==> config.mk <==
export PLATFORM = sky130hd
export DESIGN_NAME = race_flow_ctrl
export DESIGN_NICKNAME = d
export VERILOG_FILES = /design/src/rtl/race_flow_ctrl.sv
export SDC_FILE = /design/constraint.sdc
export NUM_CORES = 1
export LEC_CHECK = 0
export ABC_AREA = 0
export BUFFER_PORTS_ARGS = -buffer_cell sky130_fd_sc_hd__buf_2
export CORE_MARGIN = 2
export CORE_UTILIZATION = 40
export CTS_BUF_LIST = sky130_fd_sc_hd__clkbuf_8 sky130_fd_sc_hd__clkbuf_16
export CTS_CLUSTER_SIZE = 20
export DETAILED_ROUTE_END_ITERATION = 6
export SYNTH_ARGS = -nofsm -noshare
export SYNTH_HDL_FRONTEND = slang
export SYNTH_SLANG_ARGS = --single-unit
==> constraint.sdc <==
create_clock -name clk -period 3.2 [get_ports clk]
set_clock_uncertainty 0.2 [all_clocks]
set_input_delay 0.16 -clock clk [delete_from_list [all_inputs] [get_ports clk]]
set_output_delay 0.16 -clock clk [all_outputs]
set_load 0.02 [all_outputs]
==> src/rtl/race_flow_ctrl.sv <==
// rtl/race_flow_ctrl.sv - game-flow FSM: race clock, countdown, leader and winner tracking
module race_flow_ctrl #(
    parameter int          CLK_FREQ      = 100_000_000,
    parameter int          COUNTDOWN_SEC = 3,
    parameter logic [15:0] TIME_MAX      = 16'd59999
) (
    input  logic        clk,
    input  logic        rst,
    input  logic        start_btn,
    input  logic        confirm_btn,
    input  logic        pause_btn,
    input  logic [1:0]  p1_flag,
    input  logic [1:0]  p2_flag,
    input  logic        p1_finish,
    input  logic        p2_finish,
    output logic [2:0]  state,
    output logic [2:0]  countdown_val,
    output logic [15:0] race_time_cs,
    output logic [1:0]  leader,
    output logic [1:0]  winner,
    output logic        sec_pulse
);

    localparam int              CS_LIMIT = CLK_FREQ / 100 - 1;
    localparam int              PS_W     = (CS_LIMIT > 1) ? $clog2(CS_LIMIT + 1) : 1;
    localparam logic [PS_W-1:0] PS_MAX   = PS_W'(CS_LIMIT);
    localparam logic [2:0]      CD_LOAD  = 3'(COUNTDOWN_SEC);

    typedef enum logic [2:0] {
        S_IDLE      = 3'd0,
        S_SETTING   = 3'd1,
        S_COUNTDOWN = 3'd3,
        S_RACING    = 3'd4,
        S_PAUSE     = 3'd5,
        S_FINISH    = 3'd6
    } state_t;

    state_t          cur, nxt;
    logic            start_q, confirm_q, pause_q;
    logic            start_e, confirm_e, pause_e;
    logic [PS_W-1:0] ps, ps_d;
    logic [6:0]      sec_cnt, sec_d;
    logic [2:0]      cval_d;
    logic [15:0]     time_d;
    logic [1:0]      leader_d, winner_d;
    logic            pulse_d;
    logic            cs_tick, sec_boundary, any_fin, timed;

    assign start_e      = start_btn & ~start_q;
    assign confirm_e    = confirm_btn & ~confirm_q;
    assign pause_e      = pause_btn & ~pause_q;
    assign any_fin      = p1_finish | p2_finish;
    assign timed        = (cur == S_COUNTDOWN) || (cur == S_RACING);
    assign cs_tick      = timed && (ps == PS_MAX);
    assign sec_boundary = (cur == S_COUNTDOWN) && cs_tick && (sec_cnt == 7'd99);

    always_ff @(posedge clk or negedge rst) begin
        if (!rst) begin
            cur <= S_IDLE;
        end else begin
            cur <= nxt;
        end
    end

    // Unknown codes fall through to the default and recover to IDLE.
    always_comb begin
        nxt = S_IDLE;
        case (cur)
            S_IDLE:      nxt = start_e ? S_SETTING : S_IDLE;
            S_SETTING:   nxt = confirm_e ? S_COUNTDOWN : (start_e ? S_IDLE : S_SETTING);
            S_COUNTDOWN: nxt = start_e ? S_IDLE :
                               ((sec_boundary && countdown_val == 3'd1) ? S_RACING : S_COUNTDOWN);
            S_RACING:    nxt = any_fin ? S_FINISH : (pause_e ? S_PAUSE : S_RACING);
            S_PAUSE:     nxt = start_e ? S_IDLE : (pause_e ? S_RACING : S_PAUSE);
            S_FINISH:    nxt = start_e ? S_IDLE : S_FINISH;
            default:     nxt = S_IDLE;
        endcase
    end

    always_comb begin
        ps_d     = ps;
        sec_d    = sec_cnt;
        cval_d   = countdown_val;
        time_d   = race_time_cs;
        winner_d = winner;
        leader_d = 2'd0;
        pulse_d  = 1'b0;

        // Prescaler runs while timed, holds its phase through PAUSE, clears otherwise.
        if (timed) begin
            ps_d = cs_tick ? '0 : ps + 1'b1;
        end else if (cur != S_PAUSE) begin
            ps_d = '0;
        end

        if (cur == S_COUNTDOWN) begin
            if (cs_tick) begin
                sec_d = (sec_cnt == 7'd99) ? 7'd0 : sec_cnt + 7'd1;
            end
        end else begin
            sec_d = 7'd0;
        end

        if (cur == S_SETTING && nxt == S_COUNTDOWN) begin
            cval_d = CD_LOAD;
        end

        if (sec_boundary && nxt != S_IDLE) begin
            pulse_d = 1'b1;
            cval_d  = countdown_val - 3'd1;
            if (nxt == S_RACING) begin
                time_d   = 16'd0;
                winner_d = 2'd0;
            end
        end

        if (cur == S_RACING) begin
            if (cs_tick && race_time_cs < TIME_MAX) begin
                time_d = race_time_cs + 16'd1;
            end
            if (any_fin) begin
                winner_d = {p2_finish, p1_finish};
            end
        end

        // Finish level outranks any flag, so it sits above the flag bits.
        if ((cur == S_RACING || cur == S_PAUSE || cur == S_FINISH) && nxt != S_IDLE) begin
            if ({p1_finish, p1_flag} > {p2_finish, p2_flag}) begin
                leader_d = 2'd1;
            end else if ({p2_finish, p2_flag} > {p1_finish, p1_flag}) begin
                leader_d = 2'd2;
            end
        end

        if (nxt == S_IDLE) begin
            ps_d     = '0;
            time_d   = 16'd0;
            winner_d = 2'd0;
            cval_d   = 3'd0;
        end
    end

    always_ff @(posedge clk or negedge rst) begin
        if (!rst) begin
            start_q       <= 1'b0;
            confirm_q     <= 1'b0;
            pause_q       <= 1'b0;
            ps            <= '0;
            sec_cnt       <= 7'd0;
            countdown_val <= 3'd0;
            race_time_cs  <= 16'd0;
            leader        <= 2'd0;
            winner        <= 2'd0;
            sec_pulse     <= 1'b0;
        end else begin
            start_q       <= start_btn;
            confirm_q     <= confirm_btn;
            pause_q       <= pause_btn;
            ps            <= ps_d;
            sec_cnt       <= sec_d;
            countdown_val <= cval_d;
            race_time_cs  <= time_d;
            leader        <= leader_d;
            winner        <= winner_d;
            sec_pulse     <= pulse_d;
        end
    end

    assign state = cur;

endmodule

==> out/metrics.yaml <==
clock_tree:
  cts_buffer_depth: 2
  cts_buffers: 9
  cts_tree: "built"
  clock-sinks: 57
  post_cts_resized: 0
  h-tree-depth: 3
  clkSlewWorstSetupHoldPaths_ns: 0.06
  cts_hold_buffers: 6
  post_cts_buffers: 0
  root_buffer: "clkbuf_8"
  clk_latency_ns: 0.34
worst_setup_path:
  required_ns: 3.22
  cp_max_fo: 9
  crit_type: "flop to flop"
  crit_arrival_ns: 3.01
  crit_path_start_kind: "flop"
  crit_path_end_kind: "flop"
yosys:
  synth_top_cell_area_share_pct: 43.4
  syn_inst: 368
  yosysMostFrequentCell: "dfrtp_1"
  yosys_warnings: 0
  syn_area_um2: 3290
  synthArstFlopShare_pct: 100
  ys_seq_area_share_pct: 43.4
  ys_top_cells_by_count: "57 x dfrtp_1, 37 x nor2_1, 31 x nand2_1"
  synthTopCellsByArea: "dfrtp_1 43%, a21oi_1 4.6%, nor2_1 4.2%"
  ys_seq_elements: 57
  yosys.area.top_type: "dfrtp_1"
  synth-main-ff-cell: "dfrtp_1"
  synth-edff-count: 0
  syn_area_per_cell_um2: 8.94
  yosysUniqueCellTypes: 55
  syn_nets: 388
sta:
  relSlewSlack_pct: 53.2
  setup_slack_ns: 0.212
  setup_tns_ns: 0
  drv_slew: 0
  worst_slew_pin_slew_ns: 0.700
  fmax_mhz: 335
  setup_viol: 0
  hold_viol_final: 0
  min_period_ns: 2.99
  rsz0062_at_grt: "no"
  post-route-period-util_pct: 93.4
outcome:
  status: "completed"
cells_and_area:
  diodes: 0
  syn_to_final_growth_pct: 16.7
  nets: 433
  drive_above_1_share_pct: 19.1
placement:
  hpwl_um: 5520
  portBuffers: 37
  gp_congestion: 0.765
  place_ws_ns: 0.255
routing:
  wl_per_cell_um: 15.1
  drcViolationCount: 0
  routed_wl_um: 7890
  first_pass_iters: 5
  drt-initial-drc-count: 173
  drt-vias-per-instance: 5.66
  drtAntennaViolNets: 0
  vias: 2962
floorplanning:
  core_area_um2: 8090
  rows: 33
  io_pins: 38
  start_util_pct: 40.6
  die_h_um: 94.7
  die_area_um2: 8970
  die_w_um: 94.7
power:
  ir_worst_vdd_mv: 0.315
  p_leak_nw: 1.73
  powerDensity_nw_per_um2: 512
global_routing:
  grt_pass1_wl_um: 13200
  grt_pass1_vias: 2753
  antenna_found_initial: 0
  gr-usage-all-layers_pct: 18.8
  grt_max_degree: 36
  grt_overflow_total: 0
run:
  max-cap-violations: 0
worst_hold_path:
  hp-class: "primary input to flop"
-- critical path: stages (launching register included) --
cell     delay, ns
dfrtp_1       0.44
ha_1          0.25
nand4_1       0.25
nor4_4        0.54
nand3_4       0.17
or4_4         0.50
and3_4        0.22
a211o_1       0.30
-- path summary, 6_finish.rpt --
path | startpoint | end | slack (ns) | cells past startpoint
min in group asynchronous | rst | leader[0] | 0.13 | 2
hold reg to reg | ps[19] | ps[19] | 0.31 | 1
setup reg to reg | ps[0] | race_time_cs[12] | 0.21 | 7
max in group asynchronous | rst | ps[15] | 1.82 | 3
hold / removal | p1_flag[0] | leader[1] | 0.05 | 5
setup / recovery | ps[0] | race_time_cs[12] | 0.21 | 7
-- kinds of logic (layout without fill, tap and decap cells) --
kind of cell | after synthesis | count (layout) | share of synthesized area (%)
compound gates | 98 | 98 | 19.2
xor+xnor | 2 | 2 | 0.533
fa+ha+maj | 9 | 9 | 3.42
buf+inv | 28 | 78 | 3.88
flops | 57 | 57 | 43.4
mux | 3 | 3 | 0.913
simple gates | 171 | 171 | 28.7
-- metal layers --
layer | global-route usage, % | wire (um)
met5 | 0 | 0
met2 | 32.0 | 3890
met3 | 4.23 | 335
met4 | 6.28 | 109
met1 | 23.7 | 3560
-- sequential cells by signal, indices dropped and copies added, names as in the netlist, 2 cells and up --
register,flops
countdown_val,3
leader,2
ps,20
race_time_cs,16
sec_cnt,7
state,3
winner,2
-- final cells by class --
cell class                      instances  area, um^2
Multi-Input combinational cell        283        1740
Clock buffer                           12         165
Tap cell                              105         131
Fill cell                             824        4250
Inverter                               13        48.8
Timing Repair Buffer                   49         290
Clock inverter                          4        42.5
Sequential cell                        57        1430
-- report_power, final --
part	internal, mW	total [mW]	switching (mW)
registers	0.745	0.770	0.0249
clock network	0.416	0.700	0.284
logic	0.154	0.494	0.340
total	1.32	1.96	0.649
-- metrics by stage --
| step | std cells | cell area (um^2) | total power, mW | hold WS, ns | util [%] |
|---|---|---|---|---|---|
| after floorplan | 368 | 3290 | 1.12 | -0.336 | - |
| after global placement | 501 | 3570 | 1.26 | -0.0246 | 44.1 |
| after detailed placement | 501 | 3570 | 1.28 | -0.0246 | 44.1 |
| after CTS | 523 | 3840 | 1.99 | 0.0241 | 47.4 |
| after global routing | 523 | 3840 | 2.08 | 0.0772 | 47.4 |
| final | 523 | 3840 | 1.96 | 0.0501 | 47.4 |
-- layout by cell type (no fill, tap or decap), types with 4 or more instances in the layout --
master         netlist  routed
o31ai_1              5       5
nor2b_1              4       4
nand4_1              5       5
and3_1               7       7
dfrtp_1             57      57
a21o_1               4       4
or2_2                5       5
a211oi_1             4       4
o21ai_0             24      24
nand2b_1             4       4
buf_2                0      37
nand2_1             31      31
inv_1               13      15
clkbuf_8             0      12
buf_4                0       6
a211o_1              5       5
a21oi_1             30      30
dlygate4sd3_1        0       6
nand3_1             25      25
nor3_1              19      19
nor2_1              37      37
a311oi_1            13      13
ha_1                 9       9
No activity file was read; power rests on OpenSTA's default activity.
